$ cat config.mk
export PLATFORM = sky130hd
export DESIGN_NAME = hazard_ctrl
export DESIGN_NICKNAME = d
export VERILOG_FILES = /design/src/rtl/hazard_ctrl.sv
export SDC_FILE = /design/constraint.sdc
export NUM_CORES = 1
export LEC_CHECK = 0
export CELL_PAD_IN_SITES_DETAIL_PLACEMENT = 0
export CELL_PAD_IN_SITES_GLOBAL_PLACEMENT = 1
export CORE_AREA = 4 4 80 82
export DETAILED_ROUTE_END_ITERATION = 16
export DIE_AREA = 0 0 84 86
export DONT_BUFFER_PORTS = 1
export GPL_TIMING_DRIVEN = 0
export PLACE_DENSITY_LB_ADDON = 0.25
export SLEW_MARGIN = 20
export SYNTH_ARGS = -nofsm -noshare
export SYNTH_HDL_FRONTEND = slang
export SYNTH_SLANG_ARGS = --single-unit
$ cat constraint.sdc
create_clock -name clk -period 2.2 [get_ports clk]
set_clock_uncertainty 0.2 [all_clocks]
set_input_delay 0.33 -clock clk [delete_from_list [all_inputs] [get_ports clk]]
set_output_delay 0.33 -clock clk [all_outputs]
set_load 0.02 [all_outputs]
$ cat src/rtl/hazard_ctrl.sv
// rtl/hazard_ctrl.sv - pipeline stall/flush sequencer for the 5-stage core
// Covers memory wait, MDU occupancy, branch squash and load-use, plus a stall-cycle counter.
module hazard_ctrl #(
  parameter int MDU_LATENCY = 4,
  parameter int CNT_W       = 32
) (
  input  logic             clk,
  input  logic             rst,
  input  logic [4:0]       id_rs1,
  input  logic [4:0]       id_rs2,
  input  logic             id_uses_rs1,
  input  logic             id_uses_rs2,
  input  logic [4:0]       id_ex_rd,
  input  logic             id_ex_mem_read,
  input  logic             id_ex_mdu,
  input  logic             ex_branch_taken,
  input  logic             dmem_req,
  input  logic             dmem_ready,
  output logic             pc_stall,
  output logic             if_id_stall,
  output logic             if_id_flush,
  output logic             id_ex_stall,
  output logic             id_ex_flush,
  output logic             ex_mem_stall,
  output logic             ex_mem_flush,
  output logic             mem_wb_flush,
  output logic             mdu_start,
  output logic [CNT_W-1:0] stall_cycles
);

  localparam int CB = $clog2(MDU_LATENCY) + 1;

  typedef enum logic [1:0] {RUN, MDU_BUSY, MDU_DONE, MEM_WAIT} state_t;

  state_t        state, state_nx, ret_state, ret_nx;
  logic [CB-1:0] cnt, cnt_nx;

  logic pc_stall_c, if_id_stall_c, if_id_flush_c, id_ex_stall_c, id_ex_flush_c;
  logic ex_mem_stall_c, ex_mem_flush_c, mem_wb_flush_c, mdu_start_c;
  logic load_use, mem_wait;

  assign load_use = id_ex_mem_read && (id_ex_rd != 5'd0) &&
                    ((id_uses_rs1 && (id_rs1 == id_ex_rd)) ||
                     (id_uses_rs2 && (id_rs2 == id_ex_rd)));
  assign mem_wait = dmem_req && !dmem_ready;

  always_comb begin
    pc_stall_c     = 1'b0;
    if_id_stall_c  = 1'b0;
    if_id_flush_c  = 1'b0;
    id_ex_stall_c  = 1'b0;
    id_ex_flush_c  = 1'b0;
    ex_mem_stall_c = 1'b0;
    ex_mem_flush_c = 1'b0;
    mem_wb_flush_c = 1'b0;
    mdu_start_c    = 1'b0;
    state_nx       = state;
    ret_nx         = ret_state;
    cnt_nx         = cnt;

    if ((state == MEM_WAIT && !dmem_ready) || (state != MEM_WAIT && mem_wait)) begin
      // Freeze everything up to MEM; MEM/WB gets a bubble while the access is pending.
      pc_stall_c     = 1'b1;
      if_id_stall_c  = 1'b1;
      id_ex_stall_c  = 1'b1;
      ex_mem_stall_c = 1'b1;
      mem_wb_flush_c = 1'b1;
      if (state != MEM_WAIT) begin
        state_nx = MEM_WAIT;
        ret_nx   = state;
      end
    end else if (state == MEM_WAIT) begin
      state_nx = ret_state;
    end else begin
      case (state)
        RUN: begin
          if (id_ex_mdu) begin
            mdu_start_c    = 1'b1;
            pc_stall_c     = 1'b1;
            if_id_stall_c  = 1'b1;
            id_ex_stall_c  = 1'b1;
            ex_mem_flush_c = 1'b1;
            cnt_nx         = CB'(MDU_LATENCY - 2);
            state_nx       = (MDU_LATENCY == 2) ? MDU_DONE : MDU_BUSY;
          end else if (ex_branch_taken) begin
            if_id_flush_c = 1'b1;
            id_ex_flush_c = 1'b1;
          end else if (load_use) begin
            pc_stall_c    = 1'b1;
            if_id_stall_c = 1'b1;
            id_ex_flush_c = 1'b1;
          end
        end
        MDU_BUSY: begin
          pc_stall_c     = 1'b1;
          if_id_stall_c  = 1'b1;
          id_ex_stall_c  = 1'b1;
          ex_mem_flush_c = 1'b1;
          cnt_nx         = cnt - CB'(1);
          if (cnt == CB'(1)) state_nx = MDU_DONE;
        end
        MDU_DONE: begin
          // The finishing MDU op advances; id_ex_mdu is deliberately ignored here.
          if (ex_branch_taken) begin
            if_id_flush_c = 1'b1;
            id_ex_flush_c = 1'b1;
          end
          state_nx = RUN;
        end
        default: state_nx = RUN;
      endcase
    end
  end

  assign pc_stall     = !rst && pc_stall_c;
  assign if_id_stall  = !rst && if_id_stall_c;
  assign if_id_flush  = !rst && if_id_flush_c;
  assign id_ex_stall  = !rst && id_ex_stall_c;
  assign id_ex_flush  = !rst && id_ex_flush_c;
  assign ex_mem_stall = !rst && ex_mem_stall_c;
  assign ex_mem_flush = !rst && ex_mem_flush_c;
  assign mem_wb_flush = !rst && mem_wb_flush_c;
  assign mdu_start    = !rst && mdu_start_c;

  always_ff @(posedge clk or posedge rst) begin
    if (rst) begin
      state        <= RUN;
      ret_state    <= RUN;
      cnt          <= '0;
      stall_cycles <= '0;
    end else begin
      state     <= state_nx;
      ret_state <= ret_nx;
      cnt       <= cnt_nx;
      if (pc_stall_c && (stall_cycles != {CNT_W{1'b1}}))
        stall_cycles <= stall_cycles + CNT_W'(1);
    end
  end

endmodule

==> impl_metrics.ini <==
[status]
outcome = complete, but fails checks
violations = setup timing

[cells_and_area]
multi_input_area_sq_um = 1470
final_common_cell = xor2_1
seqCellArea_sq_um = 1000
syn_to_final_growth_pct = 31.3
most-common-layout-cells = xor2_1 (31), nor2_1 (21), dfrtp_2 (21), dfrtp_1 (18), nand2_1 (15)
n_antenna_cell = 0
fin_nets = 272
drive_gt1_share_pct = 37.4
postLayoutCellArea_sq_um = 2940
fillers = 543

[global_route]
grt_pass1_wl_microns = 9200
grt_max_degree = 23
grt.overflow.total = 0
antenna_found_initial = 0
grt_pass1_vias = 1756
track_usage_pct = 16.1

[synthesis]
ys_ff_latch = 39
synth-async-reset-ratio_pct = 100
netlist_instances = 224
synth_top_family_by_area = simple AND/OR/NAND/NOR gates
ys_types = 46
synth-adder-area-share_pct = 1.67
ys.flop_type = dfrtp_1
synth_nets = 251
muxShareOfSynthArea_pct = 0.949
synth_area_sq_um = 2240
synth_warnings = 0
synth.avg_cell_area_sq_um = 10.0
synth_xor_area_share_pct = 16.0
synth_compound_area_share_pct = 5.52
synth_edf_count = 0
synth-simple-area-share_pct = 28.2
yosysSeqAreaShare_pct = 43.5

[floorplan]
core-area_sq_um = 5750
start_util_pct = 39.0
row_count = 28
die_height_microns = 86
dieArea_sq_um = 7220
fp.dieW_microns = 84
design.portCount = 65

[sta]
fin_ws_ps = -87.4
fin_crit_ps = 2290
tightest_slew_ps = 597
post-route-period-util_pct = 104
max_freq_mhz = 437
max_slew_margin_pct = 60.1
rsz0062_at_grt = yes
hold_violations = 0
slew_viol_final = 0
finalSetupViolCount = 14
setup_tns_ps = -283

[cts]
cts_tree = built
clk_path_buf_depth = 2
clk_pin_slew_ps = 80
htree_levels = 2
root_buffer = clkbuf_8
clock_sinks = 39
clock_latency_ps = 300
numCtsBuffers = 5

[drt]
drc = 0
first_pass_iters = 4
drt-wirelength-per-cell_microns = 17.1
route.vias.total = 1695
routed_via_density = 5.28
antenna_left = 0
drtIter0Drc = 55
totalWireLength_microns = 5480

[worst_setup_path]
r2r-start = stall_cycles[3]
path_max_fanout = 7
critPathCaptureType = flop
crit_start = stall_cycles[3]
crit_arrival_ps = 2270
start_kind = flop
worstPathRequired_ps = 2190
crit_type = flop to flop

[worst_hold_path]
hold_class = input pin to flop
min_from = id_ex_mdu

[power]
peakVddDrop_mv = 0.702
power.density_nw_per_um2 = 1150
p_leak_nw = 1.22

[flow_run]
max_cap_violations = 0

[place]
dp_hpwl_microns = 3730
placed_area_sq_um = 2370
place_congestion = 0.741
numPortBuffers = 0
==> Yosys cell counts (2+ instances only) <==
cell | n | area, sq um
a32oi_1 | 2 | 17.5
inv_1 | 8 | 30.0
dfrtp_1 | 39 | 976
nand4_1 | 8 | 50.1
nor4_1 | 4 | 25.0
nor2_1 | 22 | 82.6
nor3_1 | 8 | 40.0
xor2_1 | 33 | 289
nand2b_1 | 4 | 25.0
nand2_1 | 17 | 63.8
o21a_1 | 2 | 15.0
ha_1 | 3 | 37.5
nor2b_1 | 3 | 18.8
nand3_1 | 13 | 65.1
a21oi_1 | 3 | 15.0
xnor2_1 | 8 | 70.1
nor4_4 | 2 | 42.5
nor4_2 | 2 | 25.0
buf_6 | 3 | 33.8
nor3_2 | 8 | 80.1
buf_4 | 2 | 15.0
and3_1 | 6 | 37.5
==> through the flow <==
step | hold WS [ps] | utilization, % | worst slack, ps | total power, mW | cells
detailed placement | 58.7 | 41.3 | -383 | 2.29 | 300
finish | 10.5 | 51.2 | -87.4 | 3.38 | 321
global placement | 288 | 40.9 | -381 | 2.26 | 299
CTS | 9.53 | 48.7 | -84.9 | 3.29 | 320
global route | 45.6 | 51.2 | -160 | 3.59 | 321
floorplan | 267 | - | -33.6 | 2.03 | 224
==> critical path: stages, from the launching register on <==
cell and delay [ps]:
dfrtp_2 520, nand4_4 140, nor4_4 380, and3_1 210
a211o_1 140, buf_6 160, buf_12 130, mux2_4 290
==> flip-flops by register name, indices dropped and copies added (netlist names) <==
signal / cells
state: 2
ret_state: 2
stall_cycles: 32
cnt: 3
==> power breakdown <==
| group | internal [mW] | switching, mW | total [mW] |
|---|---|---|---|
| sequential | 0.930 | 0.459 | 1.39 |
| clock | 0.367 | 0.264 | 0.631 |
| combinational | 0.622 | 0.739 | 1.36 |
| total | 1.92 | 1.46 | 3.38 |
==> cell families (layout without fill, tap and decap cells) <==
| kind of cell | Yosys count | after routing |
|---|---|---|
| and+or+nand+nor | 106 | 106 |
| xor gates and xnor gates | 41 | 41 |
| DFF | 39 | 39 |
| AOI/OAI and AO/OA | 17 | 17 |
| buffers and inverters | 16 | 38 |
| adders and majority gates | 3 | 3 |
| muxes | 2 | 2 |
==> metal layers <==
| layer | global-route usage [%] | vias to the layer above | part of all wire (%) |
|---|---|---|---|
| li1 | - | 823 | - |
| met2 | 24.3 | 38 | 47 |
| met1 | 21.8 | 828 | 45 |
| met4 | 5.26 | 0 | 1.3 |
| met5 | 0 | - | 0 |
| met3 | 5.57 | 6 | 6.4 |
==> what timing repair did <==
item / CTS / global route
pin swaps: 11 / 14
hold buffers: 1 / 0
gates cloned: 2 / 0
endpoints found under the setup margin: 38 / 37
resized for setup: 46 / 27
buffers inserted: 10 / 1
hold endpoints to repair: 17 / 0
==> area by class of cell <==
class	instances	share of cell area [%]
plain buffers	7	2.51
clock buffers	6	2.80
clock inverters	2	1.19
inverters	8	1.02
multi-input cells	169	49.9
flip-flops and latches	39	34.0
well taps	75	3.19
repair buffers	15	5.40
==> final timing paths <==
check	slack [ps]	to	depth (start not counted)
worst max-delay path	-90	stall_cycles[1]	7
min in group asynchronous	320	cnt[2]	2
worst min register to register	300	ret_state[1]	2
max in group asynchronous	1010	stall_cycles[6]	3
worst min-delay path	10	state[0]	2
worst max register to register	-90	stall_cycles[1]	7
No activity file was read; power rests on OpenSTA's default activity.
